===== config.mk =====
export PLATFORM = sky130hd
export DESIGN_NAME = cmd_cfg_mc_flat
export DESIGN_NICKNAME = d
export VERILOG_FILES = /design/src/rtl/cmd_cfg_mc_pkg.sv /design/src/rtl/cmd_cfg_mc_if.sv /design/src/rtl/cmd_cfg_mc_spi_tmo_cnt.sv /design/src/rtl/cmd_cfg_mc.sv /design/src/flat_wrapper.sv
export SDC_FILE = /design/constraint.sdc
export NUM_CORES = 1
export LEC_CHECK = 0
export ABC_AREA = 1
export CAP_MARGIN = 40
export CORE_ASPECT_RATIO = 0.75
export CORE_MARGIN = 5
export CORE_UTILIZATION = 51
export CTS_CLUSTER_DIAMETER = 80
export DETAILED_ROUTE_END_ITERATION = 10
export PLACE_DENSITY = 0.8
export SETUP_SLACK_MARGIN = 0.5
export SLEW_MARGIN = 0
export SYNTH_ARGS = -nofsm -noshare
export SYNTH_HDL_FRONTEND = slang
export SYNTH_HIERARCHICAL = 1
export SYNTH_SLANG_ARGS = --single-unit

===== constraint.sdc =====
create_clock -name clk -period 2.9 [get_ports clk]
set_input_delay 0.725 -clock clk [delete_from_list [all_inputs] [get_ports clk]]
set_output_delay 0.725 -clock clk [all_outputs]
set_load 0.01 [all_outputs]

===== src/rtl/cmd_cfg_mc_pkg.sv =====
// Shared definitions for the command/config decoder: opcodes, response
// codes, FSM state encoding and the AFE gain DAC lookup.
package cmd_cfg_pkg;

  localparam logic [7:0] OP_DUMP_CH  = 8'h01;
  localparam logic [7:0] OP_CFG_GAIN = 8'h02;
  localparam logic [7:0] OP_TRIG_LVL = 8'h03;
  localparam logic [7:0] OP_TRIG_POS = 8'h04;
  localparam logic [7:0] OP_SET_DEC  = 8'h05;
  localparam logic [7:0] OP_TRIG_CFG = 8'h06;
  localparam logic [7:0] OP_TRIG_RD  = 8'h07;
  localparam logic [7:0] OP_EEP_WRT  = 8'h08;
  localparam logic [7:0] OP_EEP_RD   = 8'h09;
  localparam logic [7:0] OP_GAIN_RD  = 8'h0A;

  localparam logic [7:0]  RESP_ACK  = 8'hA5;
  localparam logic [7:0]  RESP_NAK  = 8'hEE;
  localparam logic [7:0]  DAC_CMD   = 8'h13;
  localparam logic [15:0] EEP_DUMMY = 16'hBCBC;

  // Trigger levels outside this window are rejected
  localparam logic [7:0] TRIG_LVL_MIN = 8'd46;
  localparam logic [7:0] TRIG_LVL_MAX = 8'd201;

  typedef enum logic [2:0] {
    S_IDLE,
    S_DECODE,
    S_SPI_WAIT,
    S_EEP_WAIT1,
    S_EEP_WAIT2,
    S_DUMP_WAIT,
    S_RESP_WAIT
  } state_t;

  // DAC code for each 3-bit AFE gain setting
  function automatic logic [7:0] gain_lut(input logic [2:0] g);
    logic [7:0] v;
    case (g)
      3'd0:    v = 8'h02;
      3'd1:    v = 8'h05;
      3'd2:    v = 8'h09;
      3'd3:    v = 8'h14;
      3'd4:    v = 8'h28;
      3'd5:    v = 8'h46;
      3'd6:    v = 8'h6B;
      default: v = 8'hDD;
    endcase
    return v;
  endfunction

endpackage


===== src/rtl/cmd_cfg_mc_if.sv =====
// UART command/response and SPI bus bundle for cmd_cfg_mc.
//
// Handshake semantics:
//   - cmd is valid whenever cmd_rdy is high; the host holds both until it
//     sees the one-cycle clr_cmd_rdy pulse, then drops cmd_rdy.
//   - send_resp is a one-cycle pulse with resp_data valid in the same cycle
//     and held afterwards; the UART answers later with resp_sent.
//   - wrt_SPI is a one-cycle pulse with SPI_data/ss valid in the same cycle
//     and held; the SPI master answers later with a SPI_done pulse.
// master = the decoder side, slave = the UART/SPI side.
interface cmd_cfg_mc_if #(
  parameter int SS_W = 3
);
  logic [23:0]     cmd;
  logic            cmd_rdy;
  logic            clr_cmd_rdy;
  logic [7:0]      resp_data;
  logic            send_resp;
  logic            resp_sent;
  logic [15:0]     SPI_data;
  logic            wrt_SPI;
  logic [SS_W-1:0] ss;
  logic            SPI_done;
  logic [7:0]      EEP_data;

  modport master (
    input  cmd, cmd_rdy, resp_sent, SPI_done, EEP_data,
    output clr_cmd_rdy, resp_data, send_resp, SPI_data, wrt_SPI, ss
  );

  modport slave (
    output cmd, cmd_rdy, resp_sent, SPI_done, EEP_data,
    input  clr_cmd_rdy, resp_data, send_resp, SPI_data, wrt_SPI, ss
  );
endinterface


===== src/rtl/cmd_cfg_mc_spi_tmo_cnt.sv =====
// Saturating SPI watchdog counter: cleared on each new SPI transaction,
// counts wait cycles and flags when TMO cycles have elapsed.
module spi_tmo_cnt #(
  parameter int TMO = 1023
) (
  input  logic clk,
  input  logic rst_n,
  input  logic clr_i,
  input  logic en_i,
  output logic tmo_o
);
  localparam int W = (TMO < 2) ? 1 : $clog2(TMO + 1);

  logic [W-1:0] cnt_q, cnt_d;

  assign tmo_o = (cnt_q == W'(TMO));

  // Next count: clear wins, otherwise count up and stop at the terminal value
  always_comb begin
    cnt_d = cnt_q;
    if (clr_i)              cnt_d = '0;
    else if (en_i && !tmo_o) cnt_d = cnt_q + 1'b1;
  end

  // Count register
  always_ff @(posedge clk or negedge rst_n) begin
    if (!rst_n) cnt_q <= '0;
    else        cnt_q <= cnt_d;
  end
endmodule


===== src/rtl/cmd_cfg_mc.sv =====
// Scope command/config decoder: latches 24-bit UART commands, holds the
// capture configuration, runs AFE/trigger DAC and EEPROM SPI transfers and
// returns one response byte per command (none for channel dumps).
module cmd_cfg_mc
  import cmd_cfg_pkg::*;
#(
  parameter int NUM_CH     = 3,
  parameter int TRIG_POS_W = 9,
  parameter int SPI_TMO    = 1023,
  parameter int SS_W       = 3
) (
  input  logic                  clk,
  input  logic                  rst_n,
  cmd_cfg_mc_if.master          bus,
  input  logic                  set_capture_done,
  input  logic                  dump_done,
  output logic                  dump,
  output logic [1:0]            dump_ch,
  output logic [TRIG_POS_W-1:0] trig_pos,
  output logic [3:0]            decimator,
  output logic [7:0]            trig_cfg,
  output logic [3*NUM_CH-1:0]   afe_gain,
  output state_t                dbg_state
);
  state_t                state_q, state_d;
  logic [23:0]           cmd_q, cmd_d;
  logic [7:0]            trig_cfg_q, trig_cfg_d;
  logic [TRIG_POS_W-1:0] trig_pos_q, trig_pos_d;
  logic [3:0]            dec_q, dec_d;
  logic [3*NUM_CH-1:0]   gain_q, gain_d;
  logic [SS_W-1:0]       ss_q, ss_d;
  logic [1:0]            dump_ch_q, dump_ch_d;
  logic [7:0]            resp_q, resp_d;
  logic [15:0]           spi_q, spi_d;
  logic                  clr_q, clr_d;
  logic                  send_q, send_d;
  logic                  wrt_q, wrt_d;
  logic                  dump_q, dump_d;

  logic       tmo;
  logic       do_resp;
  logic [7:0] resp_val;
  logic [7:0] opcode, b2, b3;
  logic [1:0] ch;
  logic       ch_ok;
  logic       in_wait;

  assign opcode  = cmd_q[23:16];
  assign b2      = cmd_q[15:8];
  assign b3      = cmd_q[7:0];
  assign ch      = b2[1:0];
  assign ch_ok   = (int'(ch) < NUM_CH);
  assign in_wait = (state_q == S_SPI_WAIT) || (state_q == S_EEP_WAIT1) ||
                   (state_q == S_EEP_WAIT2);

  spi_tmo_cnt #(.TMO(SPI_TMO)) u_tmo (
    .clk   (clk),
    .rst_n (rst_n),
    .clr_i (wrt_d),
    .en_i  (in_wait),
    .tmo_o (tmo)
  );

  // Next-state, register updates and pulse generation
  always_comb begin
    state_d    = state_q;
    cmd_d      = cmd_q;
    trig_pos_d = trig_pos_q;
    dec_d      = dec_q;
    gain_d     = gain_q;
    ss_d       = ss_q;
    dump_ch_d  = dump_ch_q;
    resp_d     = resp_q;
    spi_d      = spi_q;
    clr_d      = 1'b0;
    send_d     = 1'b0;
    wrt_d      = 1'b0;
    dump_d     = 1'b0;
    do_resp    = 1'b0;
    resp_val   = RESP_NAK;
    // Capture engine sets the done bit; a DECODE write below overrides it
    trig_cfg_d = set_capture_done ? (trig_cfg_q | 8'h20) : trig_cfg_q;

    case (state_q)
      S_IDLE: begin
        // Skip the cycle where our own clr_cmd_rdy is still in flight so the
        // consumed command is not latched twice
        if (bus.cmd_rdy && !clr_q) begin
          cmd_d   = bus.cmd;
          state_d = S_DECODE;
        end
      end
      S_DECODE: begin
        case (opcode)
          OP_DUMP_CH: begin
            if (ch_ok) begin
              dump_d    = 1'b1;
              dump_ch_d = ch;
              state_d   = S_DUMP_WAIT;
            end else begin
              do_resp = 1'b1;
            end
          end
          OP_CFG_GAIN: begin
            if (ch_ok) begin
              for (int k = 0; k < NUM_CH; k++)
                if (ch == 2'(k)) gain_d[3*k +: 3] = b2[4:2];
              spi_d   = {DAC_CMD, gain_lut(b2[4:2])};
              ss_d    = SS_W'(ch);
              wrt_d   = 1'b1;
              state_d = S_SPI_WAIT;
            end else begin
              do_resp = 1'b1;
            end
          end
          OP_TRIG_LVL: begin
            if (b3 >= TRIG_LVL_MIN && b3 <= TRIG_LVL_MAX) begin
              spi_d   = {DAC_CMD, b3};
              ss_d    = SS_W'(NUM_CH);
              wrt_d   = 1'b1;
              state_d = S_SPI_WAIT;
            end else begin
              do_resp = 1'b1;
            end
          end
          OP_TRIG_POS: begin
            trig_pos_d = TRIG_POS_W'({b2, b3});
            do_resp    = 1'b1;
            resp_val   = RESP_ACK;
          end
          OP_SET_DEC: begin
            dec_d    = b3[3:0];
            do_resp  = 1'b1;
            resp_val = RESP_ACK;
          end
          OP_TRIG_CFG: begin
            trig_cfg_d = {2'b00, b2[5:0]};
            do_resp    = 1'b1;
            resp_val   = RESP_ACK;
          end
          OP_TRIG_RD: begin
            do_resp  = 1'b1;
            resp_val = trig_cfg_q;
          end
          OP_EEP_WRT: begin
            spi_d   = {2'b01, b2[5:0], b3};
            ss_d    = SS_W'(NUM_CH + 1);
            wrt_d   = 1'b1;
            state_d = S_SPI_WAIT;
          end
          OP_EEP_RD: begin
            spi_d   = {2'b00, b2[5:0], 8'h00};
            ss_d    = SS_W'(NUM_CH + 1);
            wrt_d   = 1'b1;
            state_d = S_EEP_WAIT1;
          end
          OP_GAIN_RD: begin
            do_resp = 1'b1;
            if (ch_ok) begin
              for (int k = 0; k < NUM_CH; k++)
                if (ch == 2'(k)) resp_val = {5'b0, gain_q[3*k +: 3]};
            end
          end
          default: do_resp = 1'b1;
        endcase
      end
      S_SPI_WAIT: begin
        if (bus.SPI_done) begin
          do_resp  = 1'b1;
          resp_val = RESP_ACK;
        end else if (tmo) begin
          do_resp = 1'b1;
        end
      end
      S_EEP_WAIT1: begin
        // Address phase done; clock out a dummy word to read the data byte
        if (bus.SPI_done) begin
          spi_d   = EEP_DUMMY;
          wrt_d   = 1'b1;
          state_d = S_EEP_WAIT2;
        end else if (tmo) begin
          do_resp = 1'b1;
        end
      end
      S_EEP_WAIT2: begin
        if (bus.SPI_done) begin
          do_resp  = 1'b1;
          resp_val = bus.EEP_data;
        end else if (tmo) begin
          do_resp = 1'b1;
        end
      end
      S_DUMP_WAIT: begin
        // The dump engine owns the UART, so no response byte here
        if (dump_done) begin
          clr_d   = 1'b1;
          state_d = S_IDLE;
        end
      end
      S_RESP_WAIT: begin
        if (bus.resp_sent) begin
          clr_d   = 1'b1;
          state_d = S_IDLE;
        end
      end
      default: state_d = S_IDLE;
    endcase

    if (do_resp) begin
      resp_d  = resp_val;
      send_d  = 1'b1;
      state_d = S_RESP_WAIT;
    end
  end

  // State, configuration and registered outputs
  always_ff @(posedge clk or negedge rst_n) begin
    if (!rst_n) begin
      state_q    <= S_IDLE;
      cmd_q      <= '0;
      trig_cfg_q <= 8'h20;
      trig_pos_q <= '0;
      dec_q      <= '0;
      gain_q     <= '0;
      ss_q       <= SS_W'(NUM_CH + 1);
      dump_ch_q  <= '0;
      resp_q     <= '0;
      spi_q      <= '0;
      clr_q      <= 1'b0;
      send_q     <= 1'b0;
      wrt_q      <= 1'b0;
      dump_q     <= 1'b0;
    end else begin
      state_q    <= state_d;
      cmd_q      <= cmd_d;
      trig_cfg_q <= trig_cfg_d;
      trig_pos_q <= trig_pos_d;
      dec_q      <= dec_d;
      gain_q     <= gain_d;
      ss_q       <= ss_d;
      dump_ch_q  <= dump_ch_d;
      resp_q     <= resp_d;
      spi_q      <= spi_d;
      clr_q      <= clr_d;
      send_q     <= send_d;
      wrt_q      <= wrt_d;
      dump_q     <= dump_d;
    end
  end

  assign bus.clr_cmd_rdy = clr_q;
  assign bus.resp_data   = resp_q;
  assign bus.send_resp   = send_q;
  assign bus.SPI_data    = spi_q;
  assign bus.wrt_SPI     = wrt_q;
  assign bus.ss          = ss_q;
  assign dump            = dump_q;
  assign dump_ch         = dump_ch_q;
  assign trig_pos        = trig_pos_q;
  assign decimator       = dec_q;
  assign trig_cfg        = trig_cfg_q;
  assign afe_gain        = gain_q;
  assign dbg_state       = state_q;
endmodule


===== src/flat_wrapper.sv =====
// flat-port wrapper written by rule: the top's interface ports become plain ports
module cmd_cfg_mc_flat import cmd_cfg_pkg::*;
#(
  parameter int NUM_CH     = 3,
  parameter int TRIG_POS_W = 9,
  parameter int SPI_TMO    = 1023,
  parameter int SS_W       = 3
)
  (clk, rst_n, set_capture_done, dump_done, dump, dump_ch, trig_pos, decimator, trig_cfg, afe_gain, dbg_state, bus_cmd, bus_cmd_rdy, bus_resp_sent, bus_SPI_done, bus_EEP_data, bus_clr_cmd_rdy, bus_resp_data, bus_send_resp, bus_SPI_data, bus_wrt_SPI, bus_ss);
  cmd_cfg_mc_if #(.SS_W(SS_W)) bus_i ();
  input  logic clk;
  input  logic rst_n;
  input  logic set_capture_done;
  input  logic dump_done;
  output logic dump;
  output logic [1:0] dump_ch;
  output logic [TRIG_POS_W-1:0] trig_pos;
  output logic [3:0] decimator;
  output logic [7:0] trig_cfg;
  output logic [3*NUM_CH-1:0] afe_gain;
  output state_t dbg_state;
  input wire logic [$bits(bus_i.cmd)-1:0] bus_cmd;
  input wire logic [$bits(bus_i.cmd_rdy)-1:0] bus_cmd_rdy;
  input wire logic [$bits(bus_i.resp_sent)-1:0] bus_resp_sent;
  input wire logic [$bits(bus_i.SPI_done)-1:0] bus_SPI_done;
  input wire logic [$bits(bus_i.EEP_data)-1:0] bus_EEP_data;
  output wire logic [$bits(bus_i.clr_cmd_rdy)-1:0] bus_clr_cmd_rdy;
  output wire logic [$bits(bus_i.resp_data)-1:0] bus_resp_data;
  output wire logic [$bits(bus_i.send_resp)-1:0] bus_send_resp;
  output wire logic [$bits(bus_i.SPI_data)-1:0] bus_SPI_data;
  output wire logic [$bits(bus_i.wrt_SPI)-1:0] bus_wrt_SPI;
  output wire logic [$bits(bus_i.ss)-1:0] bus_ss;
  assign bus_i.cmd = bus_cmd;
  assign bus_i.cmd_rdy = bus_cmd_rdy;
  assign bus_i.resp_sent = bus_resp_sent;
  assign bus_i.SPI_done = bus_SPI_done;
  assign bus_i.EEP_data = bus_EEP_data;
  assign bus_clr_cmd_rdy = bus_i.clr_cmd_rdy;
  assign bus_resp_data = bus_i.resp_data;
  assign bus_send_resp = bus_i.send_resp;
  assign bus_SPI_data = bus_i.SPI_data;
  assign bus_wrt_SPI = bus_i.wrt_SPI;
  assign bus_ss = bus_i.ss;
  cmd_cfg_mc #(.NUM_CH(NUM_CH), .TRIG_POS_W(TRIG_POS_W), .SPI_TMO(SPI_TMO), .SS_W(SS_W)) u_core (.clk(clk), .rst_n(rst_n), .bus(bus_i), .set_capture_done(set_capture_done), .dump_done(dump_done), .dump(dump), .dump_ch(dump_ch), .trig_pos(trig_pos), .decimator(decimator), .trig_cfg(trig_cfg), .afe_gain(afe_gain), .dbg_state(dbg_state));
endmodule

==> results.py, run 1 <==
metrics = {
    "outcome": {
        "status": "completed",
    },
    "cells_and_area": {
        "antenna_cells": 0,
        "area_growth_syn_to_layout_pct": 29.2,
        "fill_cells": 807,
        "drive_gt1_share_pct": 10.0,
        "final_area_um2": 6350,
        "fin_nets": 773,
    },
    "routing": {
        "via_count": 4754,
        "avgViaCountPerCell": 5.46,
        "wl_per_cell_um": 15.7,
        "postRouteAntennaNets": 0,
        "finalWirelength_um": 13700,
        "drt_iter0_drc": 553,
        "post-route-drc-count": 0,
        "first_pass_iters": 5,
    },
    "timing": {
        "clock_skew_ns": 0.00618,
        "period_minus_slack_ns": 2.30,
        "setup_viol": 0,
        "setup_tns_ns": 0,
        "final_hold_viol_count": 0,
        "drv_slew": 0,
        "rsz0062_at_grt": "true",
        "fmax_mhz": 434,
        "fin_crit_sh_pct": 79.4,
    },
    "grt": {
        "track_usage_pct": 24.3,
        "grt_pass1_wl_um": 22100,
        "antenna_found_initial": 0,
        "grt_max_degree": 60,
        "grt_pass1_vias": 4565,
        "overflow": 0,
    },
    "clocking": {
        "cts_tree": "done",
        "cts_root_buf": "clkbuf_16",
        "h-tree-depth": 3,
        "clk_path_buf_depth": 2,
        "cts_setup_buffers": 0,
        "clk_latency_ns": 0.34,
        "cts_buffers": 9,
        "path_clk_slew_ns": 0.06,
        "clock_sinks": 96,
    },
    "floorplan": {
        "die_height_um": 95.0,
        "core_um2": 9540,
        "die_w_um": 123,
        "io_pins": 105,
        "rows": 31,
        "start_util_pct": 51.5,
        "dieArea_um2": 11700,
    },
    "placed_design": {
        "gp_congestion": 0.949,
        "placed_area_um2": 6050,
        "io_buffers": 100,
        "dp_hpwl_um": 10300,
    },
    "power": {
        "p_clk_share_pct": 21.4,
        "p_total_mw": 5.50,
        "p_leak_nw": 3.02,
        "swShare_pct": 40.5,
        "power_density_nw_per_um2": 865,
        "internal_power_mw": 3.27,
        "power.share.combinational_pct": 41.7,
        "p_sw_mw": 2.23,
        "ir_drop_mv": 0.461,
        "sequentialPowerShare_pct": 36.9,
    },
    "worst_setup_path": {
        "crit_path_max_fanout": 10,
        "crit_path_start_kind": "input pin",
        "reg2regPathDepth": 13,
        "r2r_slack_ns": 0.62,
        "r2r-start": "u_core/cmd_q[23]",
        "cp.arrival_ns": 2.56,
        "critPathLaunch": "bus_SPI_done",
        "cp.required_ns": 3.16,
        "reg2reg_to": "u_core/u_tmo/cnt_q[5]",
        "critPathCaptureType": "register",
        "crit_type": "in -> reg",
    },
    "synthesis": {
        "avgSynthCellArea_um2": 7.81,
        "yosys.area_share.simple_pct": 33.6,
        "synth_top_family_by_area": "simple AND/OR/NAND/NOR gates",
        "muxShareOfSynthArea_pct": 0.916,
        "synthAdderAreaFrac_pct": 0.254,
        "yosys_warnings": 6,
        "synth-compound-area-share_pct": 9.75,
        "synthFlopType": "dfrtp_1",
        "ys_types": 41,
        "synth_edf_count": 0,
        "ys_ff_latch": 96,
        "synthXorXnorAreaFrac_pct": 0.178,
        "netlist_area_um2": 4920,
        "synth_top_area_share_pct": 47.8,
        "synthArstFlopShare_pct": 100,
        "synth_top_cell_by_area": "dfrtp_1",
        "ys_seq_area_share_pct": 48.9,
        "syn-instance-count": 630,
        "netlist_top_cells_area": "dfrtp_1 (48%), nand2_1 (12%), nand3_1 (7.2%)",
    },
    "flow_run": {
        "max_cap_violations": 0,
    },
    "worst_hold_path": {
        "hp-class": "in -> async",
    },
}
[metal layers]
metal	up-vias	wire length [um]	global-route usage, %
li1	2252	-	-
met1	2242	6280	35.2
met2	233	5980	35.9
met3	27	1140	5.75
met4	0	277	8.57
met5	-	0	0
[cell usage after synthesis (7+ instances only)]
| cell | n |
|---|---|
| inv_1 | 49 |
| nand4_1 | 9 |
| dfrtp_1 | 94 |
| nor2_1 | 86 |
| nand3_1 | 71 |
| o21ai_1 | 7 |
| nand2_1 | 159 |
| o21ai_0 | 47 |
| a21oi_1 | 32 |
| nand2_2 | 10 |
[state kept, by name, indices dropped and copies added, names as in the netlist, 2 cells and up]
| register | flops |
|---|---|
| u_core/trig_cfg | 6 |
| u_core/decimator | 4 |
| u_core/dbg_state | 3 |
| u_core/afe_gain | 9 |
| u_core/dump_ch | 2 |
| u_core/u_tmo/cnt_q | 10 |
| u_core/bus.resp_data | 8 |
| u_core/cmd_q | 22 |
| u_core/trig_pos | 9 |
| u_core/bus.ss | 3 |
| u_core/bus.SPI_data | 16 |
[worst max path at each step]
stage	slack, ns	cells after the start	end
6_report	0.60	11	u_core/u_tmo/cnt_q[5]
5_1_grt	0.50	9	u_core/afe_gain[2]
4_1_cts	0.57	13	u_core/u_tmo/cnt_q[5]
3_5_place_dp	0.19	11	u_core/u_tmo/cnt_q[5]
3_3_place_gp	0.28	11	u_core/u_tmo/cnt_q[5]
2_1_floorplan	0.79	14	u_core/u_tmo/cnt_q[0]
[power by group through the flow]
stage	sequential, mW	combinational [mW]	clock, mW
2_1_floorplan	2.04	1.40	0
3_3_place_gp	2.02	2.17	0
3_5_place_dp	2.04	2.23	0
4_1_cts	2.02	2.26	1.19
5_1_grt	2.08	2.54	1.24
6_report	2.03	2.29	1.18
[timing repair]
item | CTS | global route
endpoints found under the hold margin | 0 | 0
pin swaps | 1 | 0
endpoints found under the setup margin | 1 | 5
resized for setup | 3 | 3
hold buffers | 0 | 0
[per-stage QoR]
step           worst slack [ns]  util (%)  hold slack [ns]  cells
2_1_floorplan             0.789         -            0.429    631
5_1_grt                   0.498      66.6            0.382    870
3_3_place_gp              0.281      63.4            0.454    854
6_report                  0.597      66.6            0.336    870
4_1_cts                   0.574      66.5            0.353    870
3_5_place_dp              0.193      63.4            0.460    854
[cell families after synthesis]
family          count (synthesis)
other cells                     1
fa+ha+maj                       1
mux                             4
xor+xnor                        1
simple gates                  363
buf+inv                        72
compound gates                 92
flops                          96
[layout make-up]
| cell class | instances | area [um^2] | share of cell area, % |
|---|---|---|---|
| flip-flops and latches | 96 | 2400 | 37.8 |
| multi-input cells | 463 | 2220 | 35.0 |
| repair buffers | 105 | 1050 | 16.5 |
| clock buffers | 13 | 250 | 3.94 |
| inverters | 58 | 221 | 3.48 |
| well taps | 132 | 165 | 2.60 |
| clock inverters | 3 | 42.5 | 0.669 |
[critical path: stages]
cell,delay [ns]
clkdlybuf4s50_1,0.49
nand2_2,0.16
nand2_1,0.08
a21oi_2,0.15
nand2_4,0.12
nand2_4,0.09
inv_1,0.14
inv_2,0.17
buf_4,0.18
nand3_1,0.10
o21ai_1,0.16
[cell usage in the layout, fill, tap and decap left out, types with 2 or more instances in the layout]
cell               n
nand3_2            3
nand2_2           10
nand2_1          158
nor2_4             3
a21oi_2            2
inv_2              7
nand4_1            9
nor2_2             9
clkbuf_1           3
buf_4              5
nor3_1             3
a21oi_1           32
nand3_1           71
clkbuf_16          9
conb_1             2
dfstp_2            2
nor2_1            83
o21ai_0           47
and3_1             2
nand2_4            7
mux2_2             4
clkdlybuf4s50_1   99
dfrtp_1           94
inv_1             48
clkinv_2           2
o21ai_1            7
No activity file was read; power rests on OpenSTA's default activity.
==> run 2: changes to the inputs <==
CORE_UTILIZATION = 46   (was 51)
PLACE_DENSITY = 0.76   (was 0.8)
clock period = 2 ns   (was 2.9 ns; I/O delays follow)
==> run 2 against run 1 <==
  * Critical endpoint is now u_core/trig_cfg[1]
  * Via count up 13%
  * Register-to-register slack worse by 0.47 ns
  * Flip-flop and latch count unchanged
  * Clock-buffer cell count unchanged
  * Critical path depth down 2
  * Sequential power up 47%
  * Clock power up 45%
  * Final cell count up 11%
  * Core utilization up 7.9 points
==> results.py, run 2 (synthesis gave the netlist of run 1 again) <==
metrics = {
    "worst_hold_path": {
        "hp-class": "in -> async",
    },
    "cells_and_area": {
        "fin_util_pct": 74.5,
        "finalNonFillerCells": 970,
        "fin_nets": 869,
        "layout_common_cells": "nand2_1 (134), dfrtp_1 (87), buf_4 (71), nor2_1 (66), inv_1 (41)",
        "largest_register": "u_core/cmd_q",
        "layout_commonest_cell": "nand2_1",
        "antenna_cells": 0,
        "fill_cells": 669,
        "drive_gt1_share_pct": 37.3,
        "largest_register_ffs": 22,
        "area_growth_syn_to_layout_pct": 57.0,
    },
    "worst_setup_path": {
        "reg2reg_to": "u_core/trig_cfg[1]",
        "crit_path_start_kind": "register",
        "reg2regPathDepth": 9,
        "cp.arrival_ns": 2.07,
        "cp.required_ns": 2.21,
        "crit_type": "reg -> reg",
        "crit_path_max_fanout": 7,
        "critPathCaptureType": "register",
        "r2r_slack_ns": 0.15,
        "r2r-start": "u_core/cmd_q[23]",
    },
    "outcome": {
        "status": "completed",
    },
    "clocking": {
        "clk_latency_ns": 0.34,
        "clk_path_buf_depth": 2,
        "cts_root_buf": "clkbuf_16",
        "h-tree-depth": 3,
        "clock_sinks": 96,
        "cts_tree": "done",
        "cts_buffers": 9,
        "path_clk_slew_ns": 0.06,
    },
    "grt": {
        "overflow": 0,
        "antenna_found_initial": 0,
        "grt_pass1_wl_um": 24800,
        "grt_max_degree": 43,
        "track_usage_pct": 24.0,
        "grt_pass1_vias": 4941,
    },
    "floorplan": {
        "die_w_um": 129,
        "rows": 32,
        "core_um2": 10400,
        "start_util_pct": 47.4,
        "io_pins": 105,
        "dieArea_um2": 12900,
        "die_height_um": 99.5,
    },
    "placed_design": {
        "dpl.cell_count": 868,
        "gp_congestion": 0.913,
        "dp_hpwl_um": 10000,
        "io_buffers": 100,
    },
    "timing": {
        "fin_crit_sh_pct": 92.7,
        "setup_viol": 0,
        "final_hold_viol_count": 0,
        "clock_skew_ns": 0.00390,
        "fmax_mhz": 539,
        "rsz0062_at_grt": "true",
        "drv_slew": 0,
        "period_minus_slack_ns": 1.85,
    },
    "routing": {
        "postRouteAntennaNets": 0,
        "finalWirelength_um": 17500,
        "post-route-drc-count": 0,
        "first_pass_iters": 5,
        "via_count": 5393,
        "wl_per_cell_um": 18.0,
        "avgViaCountPerCell": 5.56,
        "drt_iter0_drc": 667,
    },
    "power": {
        "power_density_nw_per_um2": 1230,
        "ir_drop_mv": 0.631,
        "p_leak_nw": 3.72,
    },
    "flow_run": {
        "max_cap_violations": 0,
    },
}
==> run 2: metal layers <==
metal / vias up / track usage (%) / part of all wire, % / wire length (um)
li1: 2459 / - / - / -
met1: 2571 / 32.2 / 41 / 7250
met2: 291 / 38.9 / 47 / 8170
met3: 72 / 5.69 / 7.9 / 1380
met4: 0 / 6.94 / 3.9 / 674
met5: - / 0 / 0 / 0
==> run 2: stage by stage <==
stage	power, mW	area (um^2)	setup TNS, ns	setup slack (ns)	hold slack, ns
after global routing	10.0	7720	0	0.0773	0.125
after detailed placement	6.31	6210	0	0.00509	0.459
after CTS	8.55	7220	0	0.227	0.0992
after global placement	6.21	6210	-0.00864	-0.00645	0.459
final	9.50	7720	0	0.146	0.103
after floorplan	5.09	5010	0	0.177	0.204
==> run 2: worst max path at each step <==
| stage | to | cells past startpoint | from |
|---|---|---|---|
| after floorplan | u_core/u_tmo/cnt_q[0] | 15 | u_core/cmd_q[16] |
| after global placement | u_core/u_tmo/cnt_q[7] | 11 | bus_SPI_done |
| after detailed placement | u_core/u_tmo/cnt_q[6] | 11 | bus_SPI_done |
| after CTS | u_core/u_tmo/cnt_q[2] | 13 | u_core/cmd_q[22] |
| after global routing | u_core/trig_pos[8] | 8 | u_core/cmd_q[23] |
| final | u_core/trig_cfg[1] | 9 | u_core/cmd_q[23] |
==> run 2: cell type report <==
cell class,instances,area (um^2),area share [%]
clock buffers,13,250,3.24
well taps,136,170,2.20
flip-flops and latches,96,2410,31.3
clock inverters,3,42.5,0.551
inverters,58,251,3.26
repair buffers,195,1720,22.3
repair inverters,1,6.26,0.0810
multi-input cells,468,2870,37.1
==> run 2: worst max-delay path, stage by stage, from the launching register on <==
cell,delay [ns]
dfrtp_1,0.41
nor2_4,0.25
nand2_8,0.14
buf_6,0.16
nor3_4,0.25
buf_12,0.17
buf_4,0.11
nand3_4,0.08
nand2_1,0.08
o21ai_1,0.07
==> run 2: repair_timing <==
item,CTS,global route
endpoints found under the setup margin,137,137
setup buffers,44,33
hold buffers,0,0
resized for setup,218,137
pin swaps,33,55
gates cloned,4,5
==> run 2: report_power, final <==
| part | internal (mW) | switching, mW |
|---|---|---|
| combinational | 1.91 | 2.88 |
| sequential | 2.47 | 0.524 |
| clock | 1.00 | 0.706 |
| total | 5.38 | 4.11 |
